File: src/rtl/bfloat_sub_pipe_if.sv
// Handshake and operand/result bus for the bfloat16 subtract pipeline.
// The slave side belongs to the pipeline and the master side belongs to the producer/consumer.
interface bfloat_sub_pipe_if;
   logic        in_valid;
   logic        in_ready;
   logic [15:0] a;
   logic [15:0] b;
   logic        out_valid;
   logic        out_ready;
   logic [15:0] out;

   modport slave (
      input  in_valid,
      input  a,
      input  b,
      input  out_ready,
      output in_ready,
      output out_valid,
      output out
   );

   modport master (
      output in_valid,
      output a,
      output b,
      output out_ready,
      input  in_ready,
      input  out_valid,
      input  out
   );
endinterface

File: src/rtl/bfloat_sub_pipe.sv
// Three-stage bfloat16 subtractor computing out = a - b.
// It flushes denormals, truncates every result, and saturates on overflow; any NaN or Inf operand gives NAN_VALUE.
module bfloat_sub_pipe #(
   parameter logic [15:0] NAN_VALUE = 16'h7FC0
) (
   input logic              clk,
   input logic              rst_n,
   bfloat_sub_pipe_if.slave bus
);

   logic        r_s1Valid;
   logic        r_s1Special;
   logic        r_s1SignX;
   logic        r_s1SignY;
   logic [7:0]  r_s1ExpX;
   logic [7:0]  r_s1MantX;
   logic [7:0]  r_s1MantY;
   logic [7:0]  r_s1Diff;

   logic        r_s2Valid;
   logic        r_s2Special;
   logic        r_s2Sign;
   logic [7:0]  r_s2Exp;
   logic [8:0]  r_s2Sum;

   logic        r_s3Valid;
   logic [15:0] r_s3Out;

   logic        w_advance;
   logic [7:0]  w_aExp;
   logic [7:0]  w_bExp;
   logic [7:0]  w_aMant;
   logic [7:0]  w_bMant;
   logic        w_aSign;
   logic        w_bSign;
   logic        w_aIsX;
   logic        w_special;
   logic        w_xSign;
   logic        w_ySign;
   logic [7:0]  w_xExp;
   logic [7:0]  w_yExp;
   logic [7:0]  w_xMant;
   logic [7:0]  w_yMant;
   logic [7:0]  w_shiftY;
   logic [8:0]  w_sum;
   logic [3:0]  w_lzc;
   logic [6:0]  w_normMant;
   logic [9:0]  w_normExp;
   logic        w_underflow;
   logic        w_overflow;
   logic [15:0] w_packed;

   // All stages advance together, so a full output register stalls the whole pipe.
   assign w_advance     = !r_s3Valid || bus.out_ready;
   assign bus.in_ready  = w_advance;
   assign bus.out_valid = r_s3Valid;
   assign bus.out       = r_s3Out;

   assign w_aExp    = bus.a[14:7];
   assign w_bExp    = bus.b[14:7];
   assign w_aMant   = (w_aExp == 8'h00) ? 8'h00 : {1'b1, bus.a[6:0]};
   assign w_bMant   = (w_bExp == 8'h00) ? 8'h00 : {1'b1, bus.b[6:0]};
   assign w_aSign   = bus.a[15];
   assign w_bSign   = ~bus.b[15];
   assign w_aIsX    = (bus.a[14:0] >= bus.b[14:0]);
   assign w_special = (w_aExp == 8'hFF) || (w_bExp == 8'hFF);

   assign w_xSign = w_aIsX ? w_aSign : w_bSign;
   assign w_ySign = w_aIsX ? w_bSign : w_aSign;
   assign w_xExp  = w_aIsX ? w_aExp  : w_bExp;
   assign w_yExp  = w_aIsX ? w_bExp  : w_aExp;
   assign w_xMant = w_aIsX ? w_aMant : w_bMant;
   assign w_yMant = w_aIsX ? w_bMant : w_aMant;

   always_ff @(posedge clk or negedge rst_n) begin
      if (!rst_n) begin
         r_s1Valid   <= 1'b0;
         r_s1Special <= 1'b0;
         r_s1SignX   <= 1'b0;
         r_s1SignY   <= 1'b0;
         r_s1ExpX    <= 8'h00;
         r_s1MantX   <= 8'h00;
         r_s1MantY   <= 8'h00;
         r_s1Diff    <= 8'h00;
      end else if (w_advance) begin
         r_s1Valid <= bus.in_valid;
         if (bus.in_valid) begin
            r_s1Special <= w_special;
            r_s1SignX   <= w_xSign;
            r_s1SignY   <= w_ySign;
            r_s1ExpX    <= w_xExp;
            r_s1MantX   <= w_xMant;
            r_s1MantY   <= w_yMant;
            r_s1Diff    <= w_xExp - w_yExp;
         end
      end
   end

   // X always has the larger magnitude, so the difference branch cannot go negative.
   assign w_shiftY = (r_s1Diff > 8'd7) ? 8'h00 : (r_s1MantY >> r_s1Diff[2:0]);
   assign w_sum    = (r_s1SignX == r_s1SignY) ? ({1'b0, r_s1MantX} + {1'b0, w_shiftY})
                                              : ({1'b0, r_s1MantX} - {1'b0, w_shiftY});

   always_ff @(posedge clk or negedge rst_n) begin
      if (!rst_n) begin
         r_s2Valid   <= 1'b0;
         r_s2Special <= 1'b0;
         r_s2Sign    <= 1'b0;
         r_s2Exp     <= 8'h00;
         r_s2Sum     <= 9'h000;
      end else if (w_advance) begin
         r_s2Valid <= r_s1Valid;
         if (r_s1Valid) begin
            r_s2Special <= r_s1Special;
            r_s2Sign    <= r_s1SignX;
            r_s2Exp     <= r_s1ExpX;
            r_s2Sum     <= w_sum;
         end
      end
   end

   always_comb begin
      w_lzc = 4'd8;
      for (int i = 0; i < 8; i++) begin
         if (r_s2Sum[i]) begin
            w_lzc = 4'(7 - i);
         end
      end
   end

   // The hidden leading one is dropped here, so only the seven fraction bits are kept.
   assign w_normMant  = r_s2Sum[8] ? r_s2Sum[7:1] : (r_s2Sum[6:0] << w_lzc);
   assign w_normExp   = r_s2Sum[8] ? ({2'b00, r_s2Exp} + 10'd1)
                                   : ({2'b00, r_s2Exp} - {6'b000000, w_lzc});
   assign w_underflow = w_normExp[9] || (w_normExp == 10'd0);
   assign w_overflow  = !w_normExp[9] && (w_normExp >= 10'd255);

   always_comb begin
      w_packed = {r_s2Sign, w_normExp[7:0], w_normMant};
      if (r_s2Special) begin
         w_packed = NAN_VALUE;
      end else if (r_s2Sum == 9'h000) begin
         w_packed = 16'h0000;
      end else if (w_underflow) begin
         w_packed = {r_s2Sign, 15'h0000};
      end else if (w_overflow) begin
         w_packed = {r_s2Sign, 8'hFF, 7'h00};
      end
   end

   always_ff @(posedge clk or negedge rst_n) begin
      if (!rst_n) begin
         r_s3Valid <= 1'b0;
         r_s3Out   <= 16'h0000;
      end else if (w_advance) begin
         r_s3Valid <= r_s2Valid;
         if (r_s2Valid) begin
            r_s3Out <= w_packed;
         end
      end
   end

endmodule

File: src/flat_wrapper.sv
// flat-port wrapper written by rule: the top's interface ports become plain ports
module bfloat_sub_pipe_flat 
#(
   parameter logic [15:0] NAN_VALUE = 16'h7FC0
)
  (clk, rst_n, bus_in_valid, bus_a, bus_b, bus_out_ready, bus_in_ready, bus_out_valid, bus_out);
  bfloat_sub_pipe_if bus_i ();
  input logic clk;
  input logic rst_n;
  input wire logic [$bits(bus_i.in_valid)-1:0] bus_in_valid;
  input wire logic [$bits(bus_i.a)-1:0] bus_a;
  input wire logic [$bits(bus_i.b)-1:0] bus_b;
  input wire logic [$bits(bus_i.out_ready)-1:0] bus_out_ready;
  output wire logic [$bits(bus_i.in_ready)-1:0] bus_in_ready;
  output wire logic [$bits(bus_i.out_valid)-1:0] bus_out_valid;
  output wire logic [$bits(bus_i.out)-1:0] bus_out;
  assign bus_i.in_valid = bus_in_valid;
  assign bus_i.a = bus_a;
  assign bus_i.b = bus_b;
  assign bus_i.out_ready = bus_out_ready;
  assign bus_in_ready = bus_i.in_ready;
  assign bus_out_valid = bus_i.out_valid;
  assign bus_out = bus_i.out;
  bfloat_sub_pipe #(.NAN_VALUE(NAN_VALUE)) u_core (.clk(clk), .rst_n(rst_n), .bus(bus_i));
endmodule
File: config.mk
export PLATFORM = sky130hd
export DESIGN_NAME = bfloat_sub_pipe_flat
export DESIGN_NICKNAME = d
export VERILOG_FILES = /design/src/rtl/bfloat_sub_pipe_if.sv /design/src/rtl/bfloat_sub_pipe.sv /design/src/flat_wrapper.sv
export SDC_FILE = /design/constraint.sdc
export NUM_CORES = 1
export LEC_CHECK = 0
export BUFFER_PORTS_ARGS = -buffer_cell sky130_fd_sc_hd__buf_2
export CELL_PAD_IN_SITES_DETAIL_PLACEMENT = 0
export CELL_PAD_IN_SITES_GLOBAL_PLACEMENT = 1
export CORE_ASPECT_RATIO = 1.25
export CORE_MARGIN = 5
export CORE_UTILIZATION = 45
export CTS_CLUSTER_SIZE = 20
export DETAILED_ROUTE_END_ITERATION = 12
export PLACE_DENSITY_LB_ADDON = 0.1
export SLEW_MARGIN = 20
export SYNTH_ARGS = -nofsm -noshare
export SYNTH_HDL_FRONTEND = slang
export SYNTH_SLANG_ARGS = --single-unit
File: constraint.sdc
create_clock -name clk -period 4.6 [get_ports clk]
set_input_delay 0.69 -clock clk [delete_from_list [all_inputs] [get_ports clk]]
set_output_delay 0.69 -clock clk [all_outputs]
set_load 0.05 [all_outputs]
* Word level (Yosys, flattened, before mapping)
Index checks and enable logic that the tools add are counted.
W data, S select, Z words.
** Cells by class
- Add/sub/neg operators :: 5
- Multipliers :: 0
- Divide/modulo/power cells :: 0
- Magnitude comparators :: 3
- Equal/unequal tests :: 3
- Shift operators :: 2
- Muxes and demuxes :: 24
- Bitwise gates (word level) :: 1
- Reductions and logical operators :: 13
** Operator list (count)
- $mux W8 :: 7
- $mux W16 :: 2
- $mux W4 :: 8
- $mux W15 :: 2
- $eq A8 B8 Y1 const B :: 2
- $logic_not A8 Y1 :: 2
- $ge A15 B15 Y1 :: 1
- $ge A10 B8 Y1 const B :: 1
- $logic_not A10 Y1 :: 1
- $mux W10 :: 1
- $add A8 B1 Y9 const B :: 1
- $add A8 B8 Y9 :: 1
- $logic_not A9 Y1 :: 1
- $mux W9 :: 1
- $sub A8 B4 Y9 :: 1
- $sub A8 B8 Y9 :: 1
- $gt A8 B3 Y1 const B :: 1
- $shr A8 B3 Y8 :: 1
- $sub A8 B8 Y8 :: 1
- $mux W7 :: 1
- $shl A7 B4 Y7 :: 1
- $reduce_and A2 Y1 :: 3
- $logic_or A1 B1 Y1 :: 3
- $logic_not A1 Y1 :: 2
- other kinds (4) :: 5
** Word-level totals
- Flip-flop bits (word level) :: 73
- Bits in latches :: 0
- Bits in writable memories :: 0
- Memory bits (read-only) :: 0
- Input bits :: 36
- Output and inout bits :: 18
- Logic and storage cells :: 66
- Memories :: 0

* Depth between registers and ports, before layout
- Word-level depth :: 16
- Mapped depth :: 17
- Depth with buffers taken out :: 16

* Worst setup path after synthesis
No wires, ideal clock.
- Path type :: flip-flop to flip-flop
- Start :: reg u_core.r_s2Sum[3]
- End :: reg u_core.r_s3Out[12], in the netlist u_core.bus.out[12]
- Setup time :: 0.120 ns
- Arrival time :: 3.427 ns
- Data required time :: 4.480 ns
- Path slack :: 1.053 ns
- Stages on the path, launching flop included :: 14
- Buffers on the path :: 1
- Clock period less this slack :: 3.547 ns
- Cell sequence :: dfrtp_1 -> clkbuf_1 -> a21oi_1 -> o31ai_1 -> inv_1 -> ha_1 -> inv_1 -> fa_1 -> mux2_2 -> or4_1 -> nor4_1 -> a31o_2 -> nand2_1 -> o211a_1
** On the way
- Cells in the longest elaborated chain, start to end :: 13
- Elaborated cells on any way between the ends :: 17
- Classes of those cells :: 1 x add/sub; 1 x order compare; 10 x mux; 5 x reduce/logical
** Ends and longest elaborated chain
- start, declared :: RTL line bfloat_sub_pipe.sv:24 : logic [8:0] r_s2Sum;
- start signal, assigned :: RTL line bfloat_sub_pipe.sv:117 : r_s2Sum <= w_sum;
- $mux W4 (5 in series) :: RTL line bfloat_sub_pipe.sv:125 : if (r_s2Sum[i]) begin
- $sub A8 B4 Y9 :: RTL line bfloat_sub_pipe.sv:134 : : ({2'b00, r_s2Exp} - {6'b000000, w_lzc});
- $mux W10 :: RTL line bfloat_sub_pipe.sv:133 : assign w_normExp = r_s2Sum[8] ? ({2'b00, r_s2Exp} + 10'd1)
- $ge A10 B8 Y1 or $logic_not A1 Y1 (tied branches) :: RTL line bfloat_sub_pipe.sv:136 : assign w_overflow = !w_normExp[9] && (w_normExp >= 10'd255);
- $logic_and A1 B1 Y1 :: RTL line bfloat_sub_pipe.sv:136
- $mux W15 :: RTL line bfloat_sub_pipe.sv:146 : end else if (w_overflow) begin
- $mux W15 :: RTL line bfloat_sub_pipe.sv:144 : end else if (w_underflow) begin
- $mux W16 * :: RTL line bfloat_sub_pipe.sv:142 : end else if (r_s2Sum == 9'h000) begin
- $mux W16 * :: RTL line bfloat_sub_pipe.sv:140 : if (r_s2Special) begin
- end signal, assigned :: RTL line bfloat_sub_pipe.sv:158 : r_s3Out <= w_packed;
- end, declared :: RTL line bfloat_sub_pipe.sv:27 : logic [15:0] r_s3Out;
Every way passes the cells marked *; elsewhere a longest branch is shown, timed or not.
A chain may end at the register's enable or synchronous reset.

* Worst setup path after layout
- Start :: reg u_core.r_s1Diff[0]
- End :: reg u_core.r_s2Sum[7]
** On the way
- Cells in the longest elaborated chain, start to end :: 4
- Elaborated cells on any way between the ends :: 6
- Classes of those cells :: 2 x add/sub; 1 x order compare; 1 x shift; 2 x mux
** Ends and longest elaborated chain
- start, declared :: RTL line bfloat_sub_pipe.sv:18 : logic [7:0] r_s1Diff;
- start signal, assigned :: RTL line bfloat_sub_pipe.sv:94 : r_s1Diff <= w_xExp - w_yExp;
- $gt A8 B3 Y1 or $shr A8 B3 Y8 (tied branches) :: RTL line bfloat_sub_pipe.sv:100 : assign w_shiftY = (r_s1Diff > 8'd7) ? 8'h00 : (r_s1MantY >> r_s1Diff[2:0]);
- $mux W8 * :: RTL line bfloat_sub_pipe.sv:100
- $sub A8 B8 Y9 or $add A8 B8 Y9 (tied branches) :: RTL line bfloat_sub_pipe.sv:102, bfloat_sub_pipe.sv:101
- $mux W9 * :: RTL line bfloat_sub_pipe.sv:101 : assign w_sum = (r_s1SignX == r_s1SignY) ? ({1'b0, r_s1MantX} + {1'b0, w_shiftY})
Marked as above.

==> run metrics <==
register area share after synthesis 0.3375; overall routing resource usage 0.1950; Yosys top cell by area dfrtp_1; minimum clock period ~3.7 ns; final hold violation count 0; initial antenna violation count 0; asr flop ratio synth 1.000; setup violators final 0; Crit Path Class reg -> reg; max-slew violation count 0; gr ovfl total 0; fin util 0.5237; Clock Skews 0.008224 ns; setup repair bufs after CTS 0; maximum fanout along the worst path 11; post-route ant nets 0; Die ar. 14340 um^2; CTS max path bufs 2; Synth cell types 63; cts bufs inserted 9; area delta synth->final 13.45%; Critical Path AT ~4 ns; DRC Markers 0; port bufs 53; Netlist Area Pre-Place 5413 um^2; clock tree from TritonCTS yes; Post-DP HPWL 10120 um; PD cells 649.6 nW/um^2; Clock Pin Slew Worst Setup and Hold Paths 0.06 ns; Routed WL per cell 15.45 um; hold_buf cts 0; Setup crit end kind flop; worst skew pair latency 0.33 ns; syn_nets 714; Slew HR 0.4085; Comb pwr share 0.502; Avg Cell Area, Syn between 8 and 9 um^2; slew of the pin with the lowest slew margin 0.8851 ns; first-pass GRT wire length ~23000 um; CTS H-tree lvls 3; crit start category flop; Max Freq 267.2 MHz; critical path required time between 4 and 5 ns; Synth Flop Type dfrtp_1; FP Rows 44; Final nets 752; Tcrit/Tclk final 0.8137; largest net degree at the start of global routing 49; leakage 2.716 nW; dpl cell area slightly below 6000 um^2; WL final 13110 um; Switching Fraction 0.4367; Area contributors post-synth dfrtp_1 (34%), ha_1 (7.2%), nand2_1 (5.8%); Initial DRC Count between 200 and 250; Clock Power Share 0.203; DRT Pass-1 Iters 5; layout cells sized above 1 0.1541; Synth top area share 0.3375; number of global-route vias before repair 4727; Yosys warning count 0; Setup WS post-layout 0.8571 ns; clk sinks 73; maximum vdd ir drop 258.5 uV; cell-internal power 2.247 mW; Max Cap Viol 0; Post-synth EDFFs 0; die width 108.1 um; Switch Pwr 1.742 mW; status complete, no violations; ANT cells 0; Pwr Total approximately 4 mW; Synth Register Bits 73; die height 132.6 um; Root Buffer clkbuf_16; design area just over 6000 um^2; vias per cell about 5.7; dpl ws 0.8177 ns; cell count after synthesis between 600 and 700; worst hold path class in -> async; unrepaired setup endpoints after global routing false; core area 11730 um^2; sequential power share 0.295; Initial Util 0.4616; Via Count approximately 4800; post-CTS sizing 0; setup TNS 0 ns; IO Count 54; GPL Wtd Cong roughly 0.90
power by group through the flow:
stage	sequential (mW)	clock (mW)	combinational, mW
2_1_floorplan	1.28	0	1.44
3_3_place_gp	1.18	0	1.98
3_5_place_dp	1.19	0	2.01
4_1_cts	1.18	0.823	2.02
5_1_grt	1.23	0.852	2.26
6_report	1.18	0.809	2.00
worst max-delay path, stage by stage, from the launching register on:
cell,delay (ns)
dfrtp_1,0.63
mux2i_1,0.16
mux4_2,0.46
or2_2,0.31
ha_1,0.30
nand2_1,0.05
o21ai_0,0.17
ha_1,0.33
a21o_1,0.15
a21oi_1,0.22
o21bai_1,0.10
a21oi_1,0.21
o21bai_1,0.09
a21oi_1,0.18
xor2_1,0.14
o21ai_0,0.08
layer usage:
| metal | track usage | vias up | part of all wire |
|---|---|---|---|
| met5 | 0 | - | 0 |
| met4 | 0.06877 | 0 | 0.021 |
| met3 | 0.02875 | 25 | 0.049 |
| met2 | 0.3181 | 120 | 0.48 |
| met1 | 0.2626 | 2221 | 0.45 |
| li1 | - | 2432 | - |
layout by cell type, fill, tap and decap left out, types with 8 or more instances in the layout:
cell type | synthesis | final
a21o_1 | 9 | 9
a21oi_1 | 38 | 38
a31oi_1 | 24 | 24
buf_2 | 5 | 52
buf_4 | 1 | 9
clkbuf_16 | 0 | 9
dfrtp_1 | 73 | 73
ha_1 | 31 | 31
inv_1 | 30 | 30
mux2_2 | 15 | 15
mux2i_1 | 14 | 14
nand2_1 | 83 | 83
nand3_1 | 41 | 41
nand4_1 | 11 | 11
nor2_1 | 48 | 48
nor2b_1 | 8 | 8
nor3_1 | 14 | 14
o21ai_0 | 46 | 46
o22ai_1 | 10 | 10
xnor2_1 | 15 | 15
xor2_1 | 8 | 8
flip-flops by register name, summed over array words and instances, names as in the netlist:
signal and cells:
u_core.r_s1Diff 8, u_core.r_s1SignX 1, u_core.r_s2Sum 9, u_core.r_s2Special 1
u_core.bus.out_valid 1, u_core.r_s2Valid 1, u_core.r_s1ExpX 8, u_core.bus.out 16
u_core.r_s1MantX 8, u_core.r_s1MantY 8, u_core.r_s1SignY 1, u_core.r_s1Valid 1
u_core.r_s2Exp 8, u_core.r_s1Special 1, u_core.r_s2Sign 1
final timing paths:
| check | startpoint | to | slack [ns] | cells after the start |
|---|---|---|---|---|
| max in group asynchronous | rst_n | u_core.r_s1ExpX[0] | 3.45 | 2 |
| hold reg to reg | u_core.bus.out[15] | u_core.bus.out[15] | 0.46 | 2 |
| hold / removal | rst_n | u_core.bus.out[14] | 0.37 | 1 |
| setup reg to reg | u_core.r_s1Diff[0] | u_core.r_s2Sum[7] | 0.86 | 15 |
| min in group clk | u_core.bus.out[15] | u_core.bus.out[15] | 0.46 | 2 |
| setup / recovery | u_core.r_s1Diff[0] | u_core.r_s2Sum[7] | 0.86 | 15 |
cells in the mapped netlist (10+ instances only):
master	instances
a21oi_1	38
a31oi_1	24
clkbuf_1	24
dfrtp_1	73
ha_1	31
inv_1	30
mux2_2	15
mux2i_1	14
nand2_1	83
nand3_1	41
nand4_1	11
nor2_1	48
nor3_1	14
o21ai_0	46
o22ai_1	10
xnor2_1	15
area by class of cell:
cell class / instances / area [um^2]
Tap cell: 161 / 201.4
Inverter: 30 / 112.6
Multi-Input combinational cell: 508 / 3327
Timing Repair Buffer: 61 / 327.8
Fill cell: 1127 / 5585
Sequential cell: 73 / 1827
Clock buffer: 11 / 242.7
Clock inverter: 5 / 102.6
logic make-up (layout without fill, tap and decap cells):
family | after synthesis | after routing | share of synthesized area
buffers and inverters | 64 | 107 | 0.04785
AOI/OAI and AO/OA | 171 | 171 | 0.2000
and+or+nand+nor | 246 | 246 | 0.2178
adders and majority gates | 33 | 33 | 0.07906
DFF | 73 | 73 | 0.3375
xor gates and xnor gates | 23 | 23 | 0.03722
muxes | 35 | 35 | 0.08067
through the flow:
step	hold WS (ns)	std cells
after CTS	0.4649	849
after global routing	0.4281	849
final	0.3675	849
after global placement	0.4487	833
after detailed placement	0.4522	833
after floorplan	0.3944	645
Note: power is estimated with default switching activity, not from simulation.
